$ cat config.mk
export PLATFORM = sky130hd
export DESIGN_NAME = ysyx_22040125_if_fetch
export DESIGN_NICKNAME = d
export VERILOG_FILES = /design/src/rtl/ysyx_22040125_if_fetch_pkg.sv /design/src/rtl/ysyx_22040125_fetch_fifo.sv /design/src/rtl/ysyx_22040125_if_fetch.sv
export SDC_FILE = /design/constraint.sdc
export NUM_CORES = 1
export LEC_CHECK = 0
export ABC_AREA = 1
export BUFFER_PORTS_ARGS = -buffer_cell sky130_fd_sc_hd__buf_2
export CAP_MARGIN = 10
export CORE_MARGIN = 1
export CORE_UTILIZATION = 30
export DETAILED_ROUTE_END_ITERATION = 10
export PLACE_DENSITY = 0.52
export SYNTH_ARGS = -nofsm -noshare
export SYNTH_HDL_FRONTEND = slang
export SYNTH_SLANG_ARGS = --single-unit
$ cat constraint.sdc
create_clock -name clk -period 11 [get_ports clk]
set_input_delay 1.1 -clock clk [delete_from_list [all_inputs] [get_ports clk]]
set_output_delay 1.1 -clock clk [all_outputs]
set_load 0.05 [all_outputs]
$ cat src/rtl/ysyx_22040125_if_fetch_pkg.sv
// Shared types and constants for the instruction-fetch front end.
package ysyx_22040125_if_fetch_pkg;

  // Default PC of the first fetch after reset.
  localparam logic [63:0] RESET_PC_DEF = 64'h0000_0000_8000_0000;

  // Instruction word presented when no fetched entry is available.
  localparam logic [31:0] NOP_BUBBLE = 32'hffff_ffff;

  // Fetch FSM: issue a request, wait for its response, or drop a stale response.
  typedef enum logic [1:0] {
    StReq     = 2'd0,
    StWait    = 2'd1,
    StDiscard = 2'd2
  } fetch_state_e;

  // One buffered fetch result.
  typedef struct packed {
    logic [63:0] pc;
    logic [31:0] instr;
    logic        err;
  } fetch_entry_t;

  localparam int unsigned FETCH_ENTRY_W = $bits(fetch_entry_t);

  // Word-align a fetch address.
  function automatic logic [63:0] word_align(input logic [63:0] addr);
    return {addr[63:2], 2'b00};
  endfunction

endpackage

$ cat src/rtl/ysyx_22040125_fetch_fifo.sv
// Small synchronous FIFO holding fetched entries, with single-cycle flush.
module ysyx_22040125_fetch_fifo
  import ysyx_22040125_if_fetch_pkg::*;
#(
  parameter int unsigned Depth = 2
) (
  input  logic                           clk,
  input  logic                           rst,
  input  logic                           push,
  input  fetch_entry_t                   push_data,
  input  logic                           pop,
  input  logic                           flush,
  output fetch_entry_t                   head,
  output logic [$clog2(Depth+1)-1:0]     count,
  output logic                           empty,
  output logic                           full
);

  localparam int unsigned AW = (Depth > 1) ? $clog2(Depth) : 1;
  localparam int unsigned CW = $clog2(Depth + 1);

  fetch_entry_t  mem_q [Depth];
  logic [AW-1:0] wr_ptr_q, wr_ptr_d;
  logic [AW-1:0] rd_ptr_q, rd_ptr_d;
  logic [CW-1:0] count_q, count_d;
  logic          push_en;
  logic          pop_en;

  assign empty = (count_q == '0);
  assign full  = (count_q == CW'(Depth));
  assign count = count_q;
  assign head  = mem_q[rd_ptr_q];

  // A push into a full FIFO is accepted only when the head leaves the same cycle.
  assign pop_en  = pop & ~empty & ~flush;
  assign push_en = push & ~flush & (~full | pop_en);

  // Pointer and occupancy next state; flush wins over push/pop.
  always_comb begin
    wr_ptr_d = wr_ptr_q;
    rd_ptr_d = rd_ptr_q;
    count_d  = count_q;
    if (flush) begin
      wr_ptr_d = '0;
      rd_ptr_d = '0;
      count_d  = '0;
    end else begin
      if (push_en) begin
        wr_ptr_d = wr_ptr_q + AW'(1);
      end
      if (pop_en) begin
        rd_ptr_d = rd_ptr_q + AW'(1);
      end
      unique case ({push_en, pop_en})
        2'b10:   count_d = count_q + CW'(1);
        2'b01:   count_d = count_q - CW'(1);
        default: count_d = count_q;
      endcase
    end
  end

  // Pointer and occupancy registers.
  always_ff @(posedge clk or negedge rst) begin
    if (!rst) begin
      wr_ptr_q <= '0;
      rd_ptr_q <= '0;
      count_q  <= '0;
    end else begin
      wr_ptr_q <= wr_ptr_d;
      rd_ptr_q <= rd_ptr_d;
      count_q  <= count_d;
    end
  end

  // Storage; contents are only observed while count is non-zero, so no reset.
  always_ff @(posedge clk) begin
    if (push_en) begin
      mem_q[wr_ptr_q] <= push_data;
    end
  end

endmodule

$ cat src/rtl/ysyx_22040125_if_fetch.sv
// Instruction-fetch front end: PC ownership, single-outstanding imem requests,
// fetch buffering and the IF/ID producer interface (instr/pc/err + bubble).
module ysyx_22040125_if_fetch
  import ysyx_22040125_if_fetch_pkg::*;
#(
  parameter logic [63:0] RESET_PC   = RESET_PC_DEF,
  parameter int unsigned FIFO_DEPTH = 2
) (
  input  logic        clk,
  input  logic        rst,
  input  logic        stall,
  input  logic        redirect_valid,
  input  logic [63:0] redirect_pc,
  output logic        imem_req_valid,
  input  logic        imem_req_ready,
  output logic [63:0] imem_req_addr,
  input  logic        imem_resp_valid,
  input  logic [31:0] imem_resp_data,
  input  logic        imem_resp_err,
  output logic [31:0] if_instr,
  output logic [63:0] if_pc,
  output logic        if_err,
  output logic        if_bubble
);

  localparam int unsigned CW = $clog2(FIFO_DEPTH + 1);

  fetch_state_e  state_q, state_d;
  logic [63:0]   pc_q, pc_d;
  logic [63:0]   req_pc_q, req_pc_d;
  logic          started_q;
  logic          req_fire;
  logic          push;
  logic          pop;
  fetch_entry_t  push_entry;
  fetch_entry_t  head;
  logic [CW-1:0] fifo_count;
  logic          fifo_empty;
  logic          fifo_full;

  // Requests only go out with a free slot reserved, so a response never overflows.
  assign imem_req_valid = started_q & (state_q == StReq) & ~fifo_full;
  assign imem_req_addr  = pc_q;
  assign req_fire       = imem_req_valid & imem_req_ready;

  // A redirect cancels the pop: the head belongs to the wrong path.
  assign pop = ~stall & ~fifo_empty & ~redirect_valid;

  assign push_entry.pc    = req_pc_q;
  assign push_entry.instr = imem_resp_data;
  assign push_entry.err   = imem_resp_err;

  // Fetch FSM and PC next state; redirect overrides the PC in every state.
  always_comb begin
    state_d  = state_q;
    pc_d     = pc_q;
    req_pc_d = req_pc_q;
    push     = 1'b0;
    unique case (state_q)
      StReq: begin
        if (req_fire) begin
          req_pc_d = pc_q;
          pc_d     = pc_q + 64'd4;
          state_d  = redirect_valid ? StDiscard : StWait;
        end
      end
      StWait: begin
        if (imem_resp_valid) begin
          push    = ~redirect_valid;
          state_d = StReq;
        end else if (redirect_valid) begin
          state_d = StDiscard;
        end
      end
      StDiscard: begin
        if (imem_resp_valid) begin
          state_d = StReq;
        end
      end
      default: state_d = StReq;
    endcase
    if (redirect_valid) begin
      pc_d = word_align(redirect_pc);
    end
  end

  // FSM, PC and request-PC registers; started_q holds off the first request
  // until one clock after reset release.
  always_ff @(posedge clk or negedge rst) begin
    if (!rst) begin
      state_q   <= StReq;
      pc_q      <= word_align(RESET_PC);
      req_pc_q  <= '0;
      started_q <= 1'b0;
    end else begin
      state_q   <= state_d;
      pc_q      <= pc_d;
      req_pc_q  <= req_pc_d;
      started_q <= 1'b1;
    end
  end

  ysyx_22040125_fetch_fifo #(
    .Depth (FIFO_DEPTH)
  ) u_fetch_fifo (
    .clk       (clk),
    .rst       (rst),
    .push      (push),
    .push_data (push_entry),
    .pop       (pop),
    .flush     (redirect_valid),
    .head      (head),
    .count     (fifo_count),
    .empty     (fifo_empty),
    .full      (fifo_full)
  );

  // IF/ID outputs straight from the buffer head, masked when nothing is buffered.
  always_comb begin
    if_instr  = NOP_BUBBLE;
    if_pc     = '0;
    if_err    = 1'b0;
    if_bubble = redirect_valid | fifo_empty;
    if (!fifo_empty) begin
      if_instr = head.instr;
      if_pc    = head.pc;
      if_err   = head.err;
    end
  end

endmodule

==> metrics.cfg, run 1 <==
[logic_synthesis]
synth_ff_type=edfxtp_1
yosys-top-cells-area=edfxtp_1 (39%), dfrtp_1 (22%), nand2_1 (16%), nor2_1 (3.2%), nand3_1 (3.0%)
synth_cell_type_count=32
ys_ff_latch=321
syn_area_mm2=0.0145
yosysTopAreaCell=edfxtp_1
syn_area_per_cell_um2=9.18
synth_cells=1583
synthArstFlopShare_pct=40.8
synth_enable_flop_cells=190
yosysSeqAreaShare_pct=61.9
synth-warning-count=0
synth_top_area_share_pct=39.3

[sta]
worst-slew-pin-transition_ps=1170
whs_ps=471
setup_violations=0
fmax_mhz=224
rsz0062_at_grt=no
fin_crit_ps=4470
maxSlewHeadroom_pct=22.1
drv_slew=0
fin_crit_sh_pct=40.6
hold_viol=0
clock_skew_ps=10.4
setup_tns_ps=0

[drt]
viasPerCell=4.71
drc_errors=0
num_vias=11600
routedWlPerCell_um=19.3
drt-initial-drc-count=795
drt_first_pass_iters=5
totalWireLength_um=47600
ant_nets=0

[placed_design]
post_dp_cell_area_mm2=0.0164
io_buffers=259
gp_congestion=0.893
dp_hpwl_um=34000

[worst_setup_path]
worstPathArrival_ps=3370
ff2ff_setup_slack_ps=7900
cpLargestDelayFamily=buffers and inverters
r2r-end=imem_req_addr[44]
worstSetupPathType=flop to output port
r2r_cells=10
crit_fanout=56
crit_buf_inv=3
r2r_start=u_fetch_fifo.count[0]
worst_ep_required_time_ps=9900
end_kind=output port
start_kind=flop
cpPeakStageDelay_ps=710
crit_chain=inv_2, buf_4, nand2_1, a21oi_1, buf_2
cpMaxStageDelayCell=dfrtp_4
crit_start=u_fetch_fifo.rd_ptr_q

[hold_path]
min_from=req_pc_q[4]
min_to=u_fetch_fifo.mem_q[1][37]
min_path_cells=0
hp-class=flop to flop

[clock_tree]
root_buffer=clkbuf_16
cts_tree=yes
post_cts_buffers=0
clockBufferDepth=3
clock_latency_ps=550
cts_inserted_buffers=37
clock_sinks=321
htree_levels=2
cts-resized-gates=0
cts_hold_buf=0
clk_pin_slew_ps=60

[die]
core.rowCount=80
io_pins=266
core_mm2=0.0477
start_util_pct=30.4
die_w_um=222
die_area_mm2=0.0493
die_h_um=222

[grt]
first_global_vias=11300
overflow=0
grt.total_usage_pct=19.3
antenna_found_initial=0
grt_max_degree=87
grt_pass1_wl_um=71000

[layout]
nets=1931
fin_area_mm2=0.0175
diodes=0
syn_to_final_growth_pct=20.7
utilization_pct=36.7
drive_gt1_share_pct=20.2
n_fill_cell=4937

[pwr]
p_total_mw=4.23
p_per_area_mw_per_mm2=241
max-vdd-ir-drop_v=0.000125
p_leak_nw=7.33

[flow_run]
drv_cap=0

[status]
status=completed

placed cells by master, fill, tap and decap left out, types with 37 or more instances in the layout:
master	Yosys	layout
a21oi_1	67	67
buf_2	18	258
clkbuf_16	0	37
dfrtp_1	130	129
edfxtp_1	190	190
inv_1	91	91
nand2_1	614	614
nand3_1	86	86
nor2_1	123	120
o21ai_0	86	86
cell usage after synthesis (9+ instances only):
cell type and n:
o211ai_1 13, nand2_1 614, o21ai_0 86, nor2_2 17, buf_1 9, xor2_1 22
edfxtp_1 190, buf_2 18, a21oi_1 67, nand4_1 14, o21ai_1 15, nand2_2 10
inv_1 91, nand3_1 86, clkbuf_1 32, dfrtp_1 130, nor2_1 123
per-layer routing:
| layer | part of all wire (%) | vias up | GRT usage (%) |
|---|---|---|---|
| met5 | 0 | - | 0 |
| met2 | 47 | 296 | 30.9 |
| met1 | 46 | 5604 | 26.6 |
| met4 | 2.5 | 0 | 5.73 |
| li1 | - | 5672 | - |
| met3 | 4.7 | 59 | 3.30 |
worst max-delay path by stage:
stage,to,slack (ps),cells after the start
2_1_floorplan,u_fetch_fifo.mem_q[1][0],4640,6
3_5_place_dp,if_pc[40],6950,5
4_1_cts,if_pc[40],6340,5
3_3_place_gp,if_pc[40],6980,5
6_report,if_pc[40],6530,5
5_1_grt,if_pc[40],6260,5
kinds of logic (layout without fill, tap and decap cells):
family          Yosys count  count (layout)  synth area share [%]
simple gates            880             880                  24.8
flops                   321             321                  61.9
compound gates          192             192                  7.04
buf+inv                 163             433                  4.73
xor+xnor                 24              24                  1.45
other cells               2               5                0.0517
fa+ha+maj                 1               1                0.0861
power breakdown:
group | internal (mW) | total [mW] | switching [mW]
Clock | 0.663 | 1.17 | 0.505
Combinational | 0.288 | 1.39 | 1.10
Sequential | 1.49 | 1.68 | 0.185
registers in the layout, indices dropped and copies added, names as in the netlist:
name / flops
req_pc_q: 62
imem_req_addr: 62
started_q: 1
state_q: 2
u_fetch_fifo.rd_ptr_q: 1
u_fetch_fifo.wr_ptr_q: 1
u_fetch_fifo.mem_q: 190
u_fetch_fifo.count: 2
area by class of cell:
class	count	area [um^2]	area share (%)
clock buffers	48	987	5.63
clock inverters	20	156	0.892
inverters	95	357	2.03
multi-input cells	1102	4890	27.9
flip-flops and latches	321	8990	51.3
well taps	615	769	4.39
repair buffers	270	1390	7.90
per-stage QoR:
| stage | std cells | setup WS (ps) |
|---|---|---|
| 6_report | 2471 | 6530 |
| 5_1_grt | 2471 | 6260 |
| 4_1_cts | 2471 | 6340 |
| 3_5_place_dp | 2403 | 6950 |
| 3_3_place_gp | 2403 | 6980 |
| 2_1_floorplan | 1586 | 4640 |
No activity file was read; power rests on OpenSTA's default activity.
==> inputs of run 2 (changes only) <==
Clock period 11 ns to 4.14 ns, I/O delays scaled along.
==> run 2 against run 1 <==
  * Routed wire length is 2.5% lower
  * Combinational power grew to 2.7 times the previous value
  * Cell count is 0.12% higher
  * Sequential power grew to 2.6 times the previous value
  * Global-route usage is 0.33 points lower
  * Final area is 1.5% higher
  * Clock power grew to 3.1 times the previous value
  * Register-to-register slack worse by 6200 ps
  * Hold slack worse by 410 ps
  * Critical path depth is 1 lower
  * Clock skew is 7.8 ps higher
  * Non-clock buffer count is 4 higher
  * Highest routed layer unchanged
==> metrics.cfg, run 2 (same netlist as run 1, synthesis figures left out) <==
[layout]
syn_to_final_growth_pct=22.5  ; was 20.7%
n_fill_cell=4872  ; was 4937
diodes=0  ; unchanged
largest_reg_flops=190  ; unchanged
mostFrequentLayoutCell=nand2_1  ; unchanged
fin_area_mm2=0.0178  ; was 0.0175 mm^2
fin_cells=2474  ; was 2471
nets=1935  ; was 1931
final_cell_mix=nand2_1 (614), buf_2 (258), edfxtp_1 (190)  ; unchanged
drive_gt1_share_pct=20.3  ; was 20.2%
regMostFlops=u_fetch_fifo.mem_q  ; unchanged

[clock_tree]
htree_levels=2  ; unchanged
clock_latency_ps=550  ; about the same
cts_inserted_buffers=37  ; unchanged
post_cts_buffers=0  ; unchanged
clockBufferDepth=3  ; unchanged
root_buffer=clkbuf_16  ; unchanged
cts_tree=yes  ; unchanged
clock_sinks=321  ; unchanged
clk_pin_slew_ps=60  ; about the same
cts-resized-gates=0  ; unchanged

[sta]
fmax_mhz=314
drv_slew=0  ; unchanged
whs_ps=59.1  ; was 471 ps
setup_violations=0  ; unchanged
rsz0062_at_grt=no  ; unchanged
maxSlewHeadroom_pct=24.9  ; was 22.1%
fin_crit_sh_pct=77.0
setup_tns_ps=0  ; unchanged
clock_skew_ps=18.2  ; was 10.4 ps
fin_crit_ps=3190
worst-slew-pin-transition_ps=1130  ; was 1170 ps
hold_viol=0  ; unchanged

[drt]
num_vias=11500  ; was 11600
routedWlPerCell_um=18.8  ; was 19.3 um
drt_first_pass_iters=5  ; unchanged
totalWireLength_um=46400  ; was 47600 um
drt-initial-drc-count=708  ; was 795
viasPerCell=4.67  ; was 4.71
drc_errors=0  ; unchanged
ant_nets=0  ; unchanged

[pwr]
p_per_area_mw_per_mm2=657  ; was 241 mW/mm^2
max-vdd-ir-drop_v=0.000292  ; was 0.000125 V
p_leak_nw=7.45  ; was 7.33 nW

[die]
io_pins=266  ; unchanged
core_mm2=0.0477  ; unchanged
die_w_um=222  ; unchanged
start_util_pct=30.4  ; unchanged
die_h_um=222  ; unchanged
die_area_mm2=0.0493  ; unchanged
core.rowCount=80  ; unchanged

[worst_setup_path]
worst_ep_required_time_ps=3730  ; was 9900 ps
crit_chain=nor2_4, inv_1, nand2_1, buf_2  ; was inv_2, buf_4, nand2_1, a21oi_1, buf_2
crit_fanout=33  ; was 56
worstSetupPathType=flop to output port  ; unchanged
cpMaxStageDelayCell=inv_1  ; was dfrtp_4
end_kind=output port  ; unchanged
worstPathArrival_ps=2770  ; was 3370 ps
cpPeakStageDelay_ps=670  ; was 710 ps
start_kind=flop  ; unchanged

[grt]
antenna_found_initial=1  ; was 0
grt_pass1_wl_um=70200  ; was 71000 um
overflow=0  ; unchanged
grt_max_degree=94  ; was 87
grt.total_usage_pct=18.9  ; was 19.3%
first_global_vias=11200  ; was 11300

[placed_design]
io_buffers=259  ; unchanged
gp_congestion=0.895  ; was 0.893
post_dp_cell_area_mm2=0.0164  ; about the same
dp_hpwl_um=34000  ; about the same
dp.cells=2406  ; was 2403

[flow_run]
drv_cap=0  ; unchanged

[hold_path]
hp-class=primary input to flop  ; was flop to flop

[status]
status=completed  ; unchanged

-- run 2: cell types whose count changed in the layout (fill, tap and decap cells not counted), moves of 2 or more --
cell and change:
clkbuf_8 +3, clkbuf_16 +2, clkinv_2 -8, bufinv_16 +6, clkinvlp_4 -3, buf_12 +2
-- run 2: layer usage --
metal | GRT usage [%] | vias to the layer above | wire (um)
met3 | 3.17 | 64 | 2080
met2 | 30.1 | 310 | 21300
li1 | - | 5687 | -
met1 | 26.1 | 5481 | 21600
met5 | 0 | - | 0
met4 | 6.47 | 0 | 1440
-- run 2: worst max-delay path: cells and delay by family (launching register included) --
family | cells | cell delay (ps)
buffers and inverters | 2 | 980
flip-flops | 1 | 430
AND/OR/NAND/NOR | 2 | 790
-- run 2: path summary, 6_finish.rpt --
check / cells past startpoint / start / end / slack, ps
setup / recovery: 4 / u_fetch_fifo.count[1] / if_bubble / 950
max in group asynchronous: 3 / rst / imem_req_addr[31] / 2690
hold / removal: 1 / imem_resp_data[30] / u_fetch_fifo.mem_q[0][31] / 60
min in group asynchronous: 2 / rst / imem_req_addr[54] / 490
hold reg to reg: 0 / req_pc_q[59] / u_fetch_fifo.mem_q[0][92] / 470
setup reg to reg: 9 / u_fetch_fifo.count[0] / imem_req_addr[36] / 1750
-- run 2: report_power, final --
group | switching (mW) | total (mW) | internal, mW
clock network | 1.32 | 3.58 | 2.26
logic | 2.92 | 3.69 | 0.770
registers | 0.461 | 4.43 | 3.96
-- run 2: stage by stage --
stage | total power, mW | setup slack, ps | util, %
4_1_cts | 11.9 | 847 | 37.3
3_5_place_dp | 8.22 | 1450 | 34.4
5_1_grt | 12.3 | 752 | 37.3
3_3_place_gp | 8.18 | 1470 | 34.4
2_1_floorplan | 7.07 | 59.5 | -
6_report | 11.7 | 951 | 37.3
-- run 2: area by class of cell --
cell class	instances	area, um^2	share of cell area, %
inverters	95	357	2.00
well taps	615	769	4.33
repair buffers	274	1440	8.11
clock inverters	15	269	1.51
multi-input cells	1102	4890	27.5
clock buffers	52	1070	6.04
flip-flops and latches	321	8990	50.5
-- run 2: timing repair --
item / CTS / global route
endpoints found under the setup margin: 0 / 0
hold endpoints to repair: 72 / 0
hold buffers: 1 / 0
==> inputs of run 3 (changes only) <==
Clock period 4.14 ns to 3.15 ns, I/O delays scaled along.
==> run 3 against run 2 <==
  * Register-to-register slack worse by 890 ps
  * Final area is 4.5% higher
  * Clock skew grew 7.3 ps
  * Non-clock buffer count is 71 higher
  * Sequential share of layout area shrank 2.2 points
  * Setup slack lost 440 ps
  * Die area unchanged
  * Critical endpoint is now if_pc[44]
  * Largest power group unchanged
==> metrics.cfg, run 3 (same netlist as run 1, synthesis figures left out) <==
[worst_setup_path]
crit_fanout=63  ; was 33
crit_buf_inv=3  ; was 2
worstSetupPathType=flop to output port  ; unchanged
ff2ff_setup_slack_ps=860  ; was 1750 ps
cpPeakStageDelay_ps=490  ; was 670 ps
cpMaxStageDelayCell=dfrtp_4  ; was inv_1
end_kind=output port  ; unchanged
worst_ep_required_time_ps=2830  ; was 3730 ps
cpLargestDelayFamily=buffers and inverters  ; unchanged
crit_chain=inv_2, buf_12, nand2_1, a21oi_1, buf_2  ; was nor2_4, inv_1, nand2_1, buf_2
worstPathArrival_ps=2330  ; was 2770 ps
start_kind=flop  ; unchanged

[sta]
drv_slew=0  ; unchanged
setup_tns_ps=0  ; unchanged
worst-slew-pin-transition_ps=577  ; was 1130 ps
fin_crit_sh_pct=83.8
hold_viol=0  ; unchanged
setup_violations=0  ; unchanged
maxSlewHeadroom_pct=61.5  ; was 24.9%
clock_skew_ps=25.5  ; was 18.2 ps
fmax_mhz=379
fin_crit_ps=2640
rsz0062_at_grt=no  ; unchanged

[grt]
overflow=0  ; unchanged
grt_pass1_wl_um=70900  ; was 70200 um
grt_max_degree=98  ; was 94
antenna_found_initial=1  ; unchanged
first_global_vias=11500  ; was 11200
grt.total_usage_pct=19.1  ; was 18.9%

[pwr]
max-vdd-ir-drop_v=0.000374  ; was 0.000292 V
p_total_mw=15.3  ; was 11.7 mW
p_per_area_mw_per_mm2=821  ; was 657 mW/mm^2
p_leak_nw=7.77  ; was 7.45 nW

[placed_design]
io_buffers=259  ; unchanged
gp_congestion=0.893  ; was 0.895
dp.cells=2413  ; was 2406
dp_hpwl_um=34400  ; was 34000 um

[drt]
drc_errors=0  ; unchanged
totalWireLength_um=47000  ; was 46400 um
viasPerCell=4.61  ; was 4.67
drt-initial-drc-count=760  ; was 708
routedWlPerCell_um=18.5  ; was 18.8 um
num_vias=11700  ; was 11500
drt_first_pass_iters=5  ; unchanged
ant_nets=0  ; unchanged

[layout]
utilization_pct=38.9  ; was 37.3%
largest_reg_flops=190  ; unchanged
drive_gt1_share_pct=19.9  ; was 20.3%
fin_cells=2544  ; was 2474
regMostFlops=u_fetch_fifo.mem_q  ; unchanged
mostFrequentLayoutCell=nand2_1  ; unchanged
nets=2005  ; was 1935
final_cell_mix=nand2_1 (614), buf_2 (250), edfxtp_1 (190)  ; was nand2_1 (614), buf_2 (258), edfxtp_1 (190)
syn_to_final_growth_pct=28.0  ; was 22.5%

[clock_tree]
cts_tree=yes  ; unchanged
root_buffer=clkbuf_16  ; unchanged
cts_hold_buf=64  ; was 1
clock_sinks=321  ; unchanged
clock_latency_ps=560  ; was 550 ps
clk_pin_slew_ps=60  ; about the same
clockBufferDepth=3  ; unchanged
cts_inserted_buffers=36  ; was 37
post_cts_buffers=0  ; unchanged
htree_levels=2  ; unchanged
cts-resized-gates=0  ; unchanged

[die]
start_util_pct=30.4  ; unchanged
core_mm2=0.0477  ; unchanged
die_w_um=222  ; unchanged
die_h_um=222  ; unchanged
die_area_mm2=0.0493  ; unchanged
core.rowCount=80  ; unchanged
io_pins=266  ; unchanged

[flow_run]
drv_cap=0  ; unchanged

[hold_path]
hp-class=primary input to flop  ; unchanged

[status]
status=completed  ; unchanged

==> run 3: cell types whose count changed in the layout (fill, tap and decap cells not counted), sizes merged <==
| cell | delta |
|---|---|
| bufinv | -3 |
| inv | +1 |
| clkbuf | -8 |
| clkinv | +7 |
| buf | +8 |
| dlygate4sd3 | +63 |
| clkinvlp | +1 |
| diode | +1 |
==> run 3: cell type report <==
type                    count  area [um^2]
multi-input cells        1102         4890
inverters                  95          357
fillers                  4777        29200
well taps                 615          769
diodes                      1         2.50
flip-flops and latches    321         8990
clock buffers              44          971
repair buffers            345         2370
clock inverters            21          241
==> run 3: power breakdown <==
| part | internal [mW] | leakage (nW) | switching, mW | total (mW) |
|---|---|---|---|---|
| registers | 5.21 | 3.35 | 0.604 | 5.81 |
| clock network | 2.55 | 0.596 | 1.76 | 4.31 |
| logic | 1.23 | 3.82 | 3.92 | 5.15 |
| total | 8.99 | 7.77 | 6.28 | 15.3 |
==> run 3: worst min-delay path: cells and delay by family <==
| family | cells | cell delay, ps |
|---|---|---|
| buffers and inverters | 1 | 100 |
| AO/OA/AOI/OAI | 1 | 70 |
| AND/OR/NAND/NOR | 1 | 50 |
==> run 3: metrics by stage <==
step / worst slack [ps] / area, um^2 / hold WS [ps]
6_report: 509 / 18600 / 21.5
5_1_grt: 351 / 18600 / 19.6
4_1_cts: 201 / 18600 / 0.872
3_5_place_dp: 746 / 16700 / 186
3_3_place_gp: 771 / 16700 / 181
2_1_floorplan: -832 / 14500 / 19.4
==> run 3: routing by layer <==
metal	share of wire [%]	wire, um	GRT usage [%]
met5	0	0	0
met4	3.4	1600	7.77
met3	4.6	2150	2.58
met2	46	21500	30.2
met1	46	21800	26.4
==> run 3: final timing paths <==
check | cells after the start | start | to
max | 5 | u_fetch_fifo.rd_ptr_q | if_pc[44]
min | 3 | redirect_pc[15] | imem_req_addr[15]
max reg2reg | 7 | u_fetch_fifo.count[1] | u_fetch_fifo.mem_q[1][43]
min reg2reg | 0 | req_pc_q[33] | u_fetch_fifo.mem_q[0][66]
max in group asynchronous | 3 | rst | imem_req_addr[31]
min in group asynchronous | 2 | rst | req_pc_q[52]
